## config.mk

```make
export PLATFORM = sky130hd
export DESIGN_NAME = iir_filter
export DESIGN_NICKNAME = d
export VERILOG_FILES = /design/src/rtl/iir_pkg.sv /design/src/rtl/iir_round_sat.sv /design/src/rtl/iir_filter.sv
export SDC_FILE = /design/constraint.sdc
export NUM_CORES = 1
export LEC_CHECK = 0
export BUFFER_PORTS_ARGS = -buffer_cell sky130_fd_sc_hd__buf_2
export CORE_ASPECT_RATIO = 0.6
export CORE_MARGIN = 8
export CORE_UTILIZATION = 59
export CTS_CLUSTER_SIZE = 12
export DETAILED_ROUTE_END_ITERATION = 12
export PLACE_DENSITY = 0.94
export SYNTH_ARGS = -nofsm -noshare
export SYNTH_HDL_FRONTEND = slang
export SYNTH_SLANG_ARGS = --single-unit
```

## constraint.sdc

```tcl
create_clock -name clk -period 4.8 [get_ports clk]
set_input_delay 0.72 -clock clk [delete_from_list [all_inputs] [get_ports clk]]
set_output_delay 0.72 -clock clk [all_outputs]
set_load 0.02 [all_outputs]
```

## src/rtl/iir_pkg.sv

```systemverilog
// rtl/iir_pkg.sv - shared widths, types and default coefficients for the biquad filter
// Purpose : common definitions imported by iir_filter and iir_round_sat.
// Contents: SAMPLE_W/COEF_W/COEF_FRAC/ACC_W, sample_t/coef_t/acc_t,
//           default coefficient set (first-order unity-gain low-pass),
//           mul_ext helper returning a sign-extended 16x16 product.
package iir_pkg;

    localparam int SAMPLE_W  = 16;
    localparam int COEF_W    = 16;
    localparam int COEF_FRAC = 14;
    localparam int ACC_W     = 36;

    typedef logic signed [SAMPLE_W-1:0] sample_t;
    typedef logic signed [COEF_W-1:0]   coef_t;
    typedef logic signed [ACC_W-1:0]    acc_t;

    // y[n] = 0.5*x[n] + 0.5*y[n-1]; A1 is subtracted, hence the negative value.
    localparam coef_t B0_DEFAULT = 16'sd8192;
    localparam coef_t B1_DEFAULT = 16'sd0;
    localparam coef_t B2_DEFAULT = 16'sd0;
    localparam coef_t A1_DEFAULT = -16'sd8192;
    localparam coef_t A2_DEFAULT = 16'sd0;

    // Full-precision 32-bit product, sign-extended into the accumulator width.
    function automatic acc_t mul_ext(input coef_t c, input sample_t s);
        logic signed [31:0] p;
        p = 32'(c) * 32'(s);
        return acc_t'(p);
    endfunction

endpackage

```

## src/rtl/iir_round_sat.sv

```systemverilog
// rtl/iir_round_sat.sv - round-half-up, scale and saturate/wrap accumulator to a sample
// Purpose : converts the Q-format accumulator into an output sample.
// Ports   : i_acc    in  acc_t    raw accumulator (COEF_FRAC fractional bits)
//           o_sample out sample_t rounded result
// Config  : IIR_SATURATE_EN defined -> clamp to [-32768, 32767];
//           undefined -> keep low 16 bits (two's-complement wrap).
// Purely combinational.
module iir_round_sat
    import iir_pkg::*;
(
    input  acc_t    i_acc,
    output sample_t o_sample
);

    localparam acc_t ROUND_HALF = acc_t'(2 ** (COEF_FRAC - 1));

    acc_t w_rounded;
    acc_t w_shifted;

    // Adding half an LSB then flooring gives round-half-toward-+inf.
    assign w_rounded = i_acc + ROUND_HALF;
    assign w_shifted = w_rounded >>> COEF_FRAC;

`ifdef IIR_SATURATE_EN
    localparam acc_t SAT_MAX = acc_t'(32767);
    localparam acc_t SAT_MIN = acc_t'(-32768);

    always_comb begin
        o_sample = sample_t'(w_shifted);
        if (w_shifted > SAT_MAX) begin
            o_sample = 16'sh7fff;
        end else if (w_shifted < SAT_MIN) begin
            o_sample = 16'sh8000;
        end
    end
`else
    assign o_sample = sample_t'(w_shifted);
`endif

endmodule

```

## src/rtl/iir_filter.sv

```systemverilog
// rtl/iir_filter.sv - direct-form-I biquad IIR filter, one sample per clock
// Purpose : y[n] = B0*x[n] + B1*x[n-1] + B2*x[n-2] - A1*y[n-1] - A2*y[n-2]
// Ports   : clk   in  1   rising-edge clock
//           reset in  1   synchronous active-high reset, clears all history
//           x     in  16  signed input sample, taken every non-reset edge
//           y     out 16  signed registered output (1-cycle latency)
// Params  : B0, B1, B2, A1, A2 signed Q2.14 coefficients
// Config  : IIR_SATURATE_EN selects clamping instead of wrap in iir_round_sat.
module iir_filter
    import iir_pkg::*;
#(
    parameter coef_t B0 = B0_DEFAULT,
    parameter coef_t B1 = B1_DEFAULT,
    parameter coef_t B2 = B2_DEFAULT,
    parameter coef_t A1 = A1_DEFAULT,
    parameter coef_t A2 = A2_DEFAULT
) (
    input  logic                       clk,
    input  logic                       reset,
    input  logic signed [SAMPLE_W-1:0] x,
    output logic signed [SAMPLE_W-1:0] y
);

    sample_t r_x1;
    sample_t r_x2;
    sample_t r_y2;

    acc_t    w_acc;
    sample_t w_result;

    // 36 bits holds five 32-bit products without overflow. The y register
    // itself serves as the y[n-1] history tap.
    assign w_acc = mul_ext(B0, x)
                 + mul_ext(B1, r_x1)
                 + mul_ext(B2, r_x2)
                 - mul_ext(A1, y)
                 - mul_ext(A2, r_y2);

    iir_round_sat u_round_sat (
        .i_acc    (w_acc),
        .o_sample (w_result)
    );

    always_ff @(posedge clk) begin
        if (reset) begin
            y    <= '0;
            r_y2 <= '0;
            r_x1 <= '0;
            r_x2 <= '0;
        end else begin
            y    <= w_result;
            r_y2 <= y;
            r_x2 <= r_x1;
            r_x1 <= x;
        end
    end

endmodule

```

======== Word-level counts from Yosys, hierarchy flattened ========
Cells that the tools add are included.
word-level totals
  flip-flop bits (word level) ............. 16
  input port bits ......................... 18
operators by class
  $add $sub $neg .......................... 3
operator list
  cell                                                               count
  30-bit by 15-bit adder with 30-bit output (second input constant)  1
  29-bit by 30-bit subtractor with 30-bit output                     1
  16-bit negator with 17-bit output                                  1

======== Depth between registers and ports, before layout ========
Gate-level depths: netlist (run 1).
  depth in word-level cells ............... 3
  depth in mapped cells ................... 15
  depth with buffers taken out ............ 14

======== Hierarchy ========
From an unflattened synthesis (run 1), not the netlist that was laid out.
second synthesis, totals
  cells, all modules ...................... 273
  area total of the unflattened synthesis .. 2142.1 µm²
modules (own cells, without submodules)
  module         times used  cells an instance  area each (µm²)  seq. area each (µm²)
  iir_filter     1           229                1764.2           320.3
  iir_round_sat  1           44                 377.9            0.0

======== Worst setup path after synthesis (run 1) ========
No wires, ideal clock.
  path kind ............................... register to register
  start point ............................. register y[2]
  end point ............................... register y[15]
  data arrival time ....................... 3.224 ns
  data required time ...................... 4.730 ns
  setup slack ............................. 1.505 ns
  stages on the path, launching flop included .. 16
  clock period less this slack ............ 3.295 ns
  cell sequence ........................... dfxtp_1 -> or3_4 -> nor3_2 -> nand2b_1 -> nor3_2 -> nand2_1 -> xnor2_1 -> ha_1 -> ha_1 -> clkbuf_1 -> a21oi_1 -> nand2_1 -> a21oi_1 -> and2b_4 -> a2111oi_2 -> o21bai_1
between the ends
  longest elaborated chain between the ends .. 3
ends and longest elaborated chain
  what                                                     RTL line             RTL
  from (decl)                                              iir_filter.sv:21     output logic signed [SAMPLE_W-1:0] y
  from (signal assigned)                                   iir_filter.sv:51     y <= w_result;
  16-bit negator with 17-bit output (not written as such)  iir_pkg.sv:27        p = 32'(c) * 32'(s);
  29-bit by 30-bit subtractor with 30-bit output           iir_filter.sv:36     - mul_ext(A1, y)
  30-bit by 15-bit adder with 30-bit output                iir_round_sat.sv:21  assign w_rounded = i_acc + ROUND_HALF;
No other way between the ends.
A chain may end at the register's enable or synchronous reset.

======== Final worst setup path (run 1) ========
  start point ............................. register y[4]
  end point ............................... register y[15]
The elaborated chain is that of the path after synthesis.

==> results of run 1 <==
stage by stage:
step,utilization (%),area (um^2),hold WS (ns)
floorplan,-,1670,0.827
global placement,67.3,1870,0.750
detailed placement,67.3,1870,0.770
CTS,69.3,1920,0.784
global route,69.3,1920,0.842
finish,69.3,1920,0.783
worst min-delay path by stage:
stage,endpoint,slack [ns],cells after the start,start
global route,y[15],0.84,4,y[15]
finish,y[15],0.78,4,y[15]
CTS,y[15],0.78,4,y[15]
floorplan,y[15],0.83,4,y[15]
detailed placement,y[15],0.77,4,y[15]
global placement,y[15],0.75,4,y[15]
per-layer routing:
metal  GRT usage [%]  wire [um]  vias to the layer above  part of all wire [%]
met2            26.4       1740                       68                    42
met1            25.0       2020                      734                    48
met5               0          0                        -                     0
met3            5.15        361                        4                   8.7
met4            5.03         43                        0                   1.0
li1                -          -                      772                     -
synthesized netlist by cell type (all sizes together):
cell type / number / area share [%]
a21o: 7 / 3.1
xnor2: 12 / 6.3
nor2b: 4 / 1.5
or3: 2 / 1.3
a211oi: 1 / 0.45
nor4: 4 / 1.5
fa: 1 / 1.2
a31oi: 2 / 0.75
clkbuf: 3 / 0.67
a311oi: 1 / 0.52
nand4: 1 / 0.37
inv: 8 / 1.8
a2111oi: 1 / 0.90
o21ai: 6 / 1.8
and3: 1 / 0.37
and2b: 1 / 0.60
dfxtp: 16 / 19
or4: 1 / 0.45
o31a: 2 / 1.0
xor2: 10 / 5.2
a31o: 1 / 0.52
and2: 2 / 1.0
ha: 33 / 25
o21ba: 1 / 0.60
o311a: 1 / 0.60
nor3b: 1 / 1.1
nand2b: 4 / 1.5
nand3: 3 / 0.90
nor2: 19 / 4.3
o22ai: 1 / 0.37
o21bai: 2 / 0.90
o21a: 4 / 1.8
nor3: 10 / 3.6
o211ai: 1 / 0.45
mux2: 2 / 1.3
a21oi: 13 / 4.1
nand2: 14 / 3.1
worst reg2reg max path, stage by stage, from the launching register on:
cell and delay (ns):
dfxtp_1 0.35, or3_4 0.42, nor3_2 0.18, nand2b_1 0.15
nor4_1 0.28, xor2_1 0.19, ha_1 0.25, ha_1 0.36
a21oi_1 0.29, a31oi_1 0.16, or3_4 0.41, a2111oi_2 0.30
o21bai_1 0.15
area by class of cell:
class | instances | area [um^2]
multi-input cells | 169 | 1310
fillers | 213 | 853
inverters | 8 | 30.0
clock buffers | 4 | 55.1
repair buffers | 33 | 165
well taps | 34 | 42.5
flip-flops and latches | 16 | 320
cells by family (layout without fill, tap and decap cells):
logic type | count (synthesis) | count (layout) | synth area share, %
compound gates | 44 | 44 | 18.0
fa+ha+maj | 34 | 34 | 25.9
simple gates | 67 | 67 | 21.7
xor+xnor | 22 | 22 | 11.5
buf+inv | 11 | 45 | 2.47
mux | 2 | 2 | 1.35
flops | 16 | 16 | 19.1
==> results.md, run 1 <==
* Worst Setup Path Type: register to register
* Layout Nets at 283
* Post_cts resized at 0
* Crit share post-route at 73.6%
* Syn nets at 248
* Yosys reg bits at 16
* Clock tree from TritonCTS: built
* Dpl ws at 1.29 ns
* Worst Skew at 0.00441 ns
* Reg2reg path depth at 12
* Num CTS Buffers at 3
* CTS sink cnt at 16
* Drt drc at 0
* Final worst slack at 1.27 ns
* Crit path depth at 12
* Top flop regs: y (16)
* CP Capture Point: y[15]
* Syn Area/Cell at 8.53 um^2
* GRT Util Overall at 18.1%
* Row cnt at 15
* Gpl congestion at 0.961
* R2r startpoint: y[4]
* Mapped Cells at 196
* Setup violations, final at 0
* Num ports at 34
* Pin count of the biggest net entering global routing at 20
* CP max FO at 5
* Warnings, synthesis at 0
* Die area at 4850 um^2
* Max incr delay on CP at 0.42 ns
* Hold Buf Count CTS at 0
* Share of cells above drive strength 1 at 20.9%
* CTS root buf: clkbuf_8
* DP Wirelength at 3390 um
* Final std cells w/o fill at 264
* Least-Margin Pin Slew at 0.420 ns
* Crit path arrival time at 3.73 ns
* Required @ worst endpoint at 5.00 ns
* Delay-heaviest family, CP: simple AND/OR/NAND/NOR gates
* Slew Viols, Final at 0
* Maximum level of the CTS H-tree at 1
* Die width at 84.7 um
* Status: complete, no violations
* RSZ-0062 raised after global routing: false
* DRT iter0 DRCs at 113
* Antenna violations before repair at 0
* Total iterations of the first detailed-routing run at 4
* Clock Latency Late Sink at 0.26 ns
* Gr ovfl total at 0
* N_diodes at 0
* Max-slew headroom at 71.8%
* Remaining antenna violation count after routing at 0
* Fmax at 283 MHz
* Reg2Reg Capture Point: y[15]
* Critical Path Start Type: register
* DIE HEIGHT at 57.2 um
* Vias in the first global route at 1,484
* Critical Path Start: y[4]
* Hold Crit Class: register to register
* TNS Setup at 0 ns
* Routed wire length at 4160 um
* Max FFs per register at 16
* Total placed cells including tap cells at 260
* Port Buffers at 33
* First-pass GRT wire length at 7110 um
* Post-synthesis cell area at 1670 um^2
* Slowest cell on crit path: or3_4
* Vias at 1,578
* Setup bufs post-CTS at 0
* Commonest non-fill, non-tap cells in the layout: 33 x ha_1, 33 x buf_2, 19 x nor2_1, 16 x dfxtp_1, 14 x nand2_1
* Largest register by flop count: y
* Sequential area share after synthesis at 19.1%
* P&R area growth vs syn at 15.0%
* Buf/Inv on CP at 0
* Worst-path cell chain: or3_4 -> nor3_2 -> nand2b_1 -> nor4_1 -> xor2_1 -> ha_1 -> ha_1 -> a21oi_1 -> a31oi_1 -> or3_4 -> a2111oi_2 -> o21bai_1
* Clock transition at path regs at 0.07 ns
* Min cycle time layout at 3.53 ns
* FF-to-FF setup slack at 1.27 ns
* Worst Setup End Kind: register
* Avg WL per Cell at 15.7 um
* Fin. Hold Viols at 0
* Yosys cell types at 40
* Max-Cap Viols at 0
* Max clock buf depth at 2
* Initial Util at 60.2%
* Core ar. at 2780 um^2
* Vias per cell at 5.98
Power of run 1 is left out: the tool's default activity adds up to more than one toggle a clock period on the data nets, which glitch-free logic cannot reach.
==> run 2, diff against run 1 <==
--- a/config.mk
+++ b/config.mk
@@ -8,10 +8,10 @@
 export BUFFER_PORTS_ARGS = -buffer_cell sky130_fd_sc_hd__buf_2
 export CORE_ASPECT_RATIO = 0.6
 export CORE_MARGIN = 8
-export CORE_UTILIZATION = 59
+export CORE_UTILIZATION = 50
 export CTS_CLUSTER_SIZE = 12
 export DETAILED_ROUTE_END_ITERATION = 12
-export PLACE_DENSITY = 0.94
+export PLACE_DENSITY = 0.86
 export SYNTH_ARGS = -nofsm -noshare
 export SYNTH_HDL_FRONTEND = slang
 export SYNTH_SLANG_ARGS = --single-unit
==> constraint.sdc (replaced) <==
create_clock -name clk -period 2.95 [get_ports clk]
set_input_delay 0.4425 -clock clk [delete_from_list [all_inputs] [get_ports clk]]
set_output_delay 0.4425 -clock clk [all_outputs]
set_load 0.02 [all_outputs]
==> run 2 against run 1 <==
Net effect:
- the flow now finishes with violations (negative setup slack)
- die area grew 14%
- non-clock buffer count grew 48
- sequential share of layout area shrank 4.7 points
- sequential cell count is the same
- maximum frequency shrank 0.28%
- register-to-register slack lost 1.9 ns
- critical endpoint unchanged
==> results.md, run 2 (synthesis gave the netlist of run 1 again) <==
* Min cycle time layout at 3.54 ns
* Met3 Wirelength at 679 um
* Required @ worst endpoint at 3.12 ns
* Clock transition at path regs at 0.08 ns
* Fin. Hold Viols at 0
* Die width at 90.7 um
* Vias in the first global route at 1,932
* Commonest non-fill, non-tap cells in the layout: 43 x buf_4, 33 x buf_2, 23 x ha_1, 18 x nor2_1, 14 x dfxtp_1
* Largest register by flop count: y
* P&R area growth vs syn at 61.0%
* Max incr delay on CP at 0.54 ns
* DP Wirelength at 4060 um
* Max clock buf depth at 2
* Post-route cell area at 2690 um^2
* Hold Startpoint: reset
* Gpl congestion at 0.891
* Buf/Inv on CP at 1
* Worst Setup End Kind: register
* Max-slew headroom at 55.5%
* Antenna violations before repair at 0
* Num ports at 34
* R2r startpoint: y[4]
* Crit path arrival time at 3.71 ns
* Fmax at 282 MHz
* Row cnt at 16
* Core ar. at 3220 um^2
* Die area at 5510 um^2
* Routed wire length at 7260 um
* Crit share post-route at 120%
* Met2 WL at 3250 um
* Worst Skew at 0.00856 ns
* CP max FO at 5
* Worst-path cell chain: or3_4 -> nor3b_4 -> nand2_1 -> buf_4 -> nor4_2 -> xor2_1 -> ha_1 -> ha_1 -> nand2_1 -> o21ai_0 -> a2111oi_4 -> o21bai_4
* Top flop regs: y (16)
* Final worst slack at -0.594 ns
* Slowest cell on crit path: o21ai_0
* Max FFs per register at 16
* Worst Setup Path Type: register to register
* Critical Path Start: y[4]
* Hold Crit Class: primary input to register
* Gr ovfl total at 0
* Vias per cell at 6.40
* Least-Margin Pin Slew at 0.660 ns
* Total iterations of the first detailed-routing run at 7
* Initial Util at 51.9%
* Slew Viols, Final at 0
* Remaining antenna violation count after routing at 0
* Avg WL per Cell at 22.5 um
* RSZ-0062 raised after global routing: true
* Failing checks: negative setup slack
* DP Area at 2260 um^2
* DIE HEIGHT at 60.8 um
* First-pass GRT wire length at 9540 um
* Setup violations, final at 10
* Vias at 2,066
* CTS sink cnt at 16
* Pin count of the biggest net entering global routing at 20
* Clock Latency Late Sink at 0.27 ns
* Maximum level of the CTS H-tree at 1
* Drt drc at 0
* Num CTS Buffers at 3
* Max-Cap Viols at 0
* Most common cell after layout, fill and taps aside: buf_4
* Layout Nets at 331
* DRT iter0 DRCs at 267
* N_diodes at 0
* GRT Util Overall at 21.8%
* Top Metal Used: met4
* Critical Path Start Type: register
* Share of cells above drive strength 1 at 50.7%
* Port Buffers at 33
* Clock tree from TritonCTS: built
* CTS root buf: clkbuf_8
* Routed metal-1 wirelength at 2990 um
* Delay-heaviest family, CP: simple AND/OR/NAND/NOR gates
* Dpl ws at -0.481 ns
* Status: finished with violations
run 2: cell types whose count changed in the layout (fill, tap and decap cells not counted), sizes merged:
cell and change:
buf +48
run 2: final timing paths:
| kind | depth (start not counted) | end | slack [ns] |
|---|---|---|---|
| max | 12 | y[15] | -0.59 |
| min | 2 | y[1] | 0.62 |
| max reg2reg | 12 | y[15] | -0.59 |
| min reg2reg | 4 | y[15] | 0.86 |
run 2: layer usage:
layer / global-route usage [%] / vias up
met5: 0 / -
met4: 10.8 / 0
met3: 5.31 / 52
met2: 37.3 / 174
met1: 25.5 / 972
li1: - / 868
run 2: repair_timing:
item / 4_1_cts / 5_1_grt
hold buffers: 0 / 0
endpoints found under the hold margin: 0 / 0
endpoints found under the setup margin: 8 / 10
buffers inserted: 6 / 2
gates resized for setup: 23 / 28
pin swaps: 11 / 7
run 2: final cells by class:
class / instances / area (um^2)
multi-input cells: 169 / 1690
repair buffers: 81 / 544
fillers: 154 / 529
flip-flops and latches: 16 / 323
well taps: 45 / 56.3
clock buffers: 4 / 55.1
inverters: 8 / 30.0
run 2: through the flow:
stage               hold slack (ns)  std cells  utilization (%)  setup TNS (ns)
global placement              0.747        312             70.2           -1.08
floorplan                     0.762        196                -          -0.273
CTS                           0.589        321             77.7           -1.07
detailed placement            0.760        312             70.2           -1.90
finish                        0.617        323             83.6           -3.29
global route                  0.628        323             83.6           -3.84
Power of run 2 is left out for the same reason.
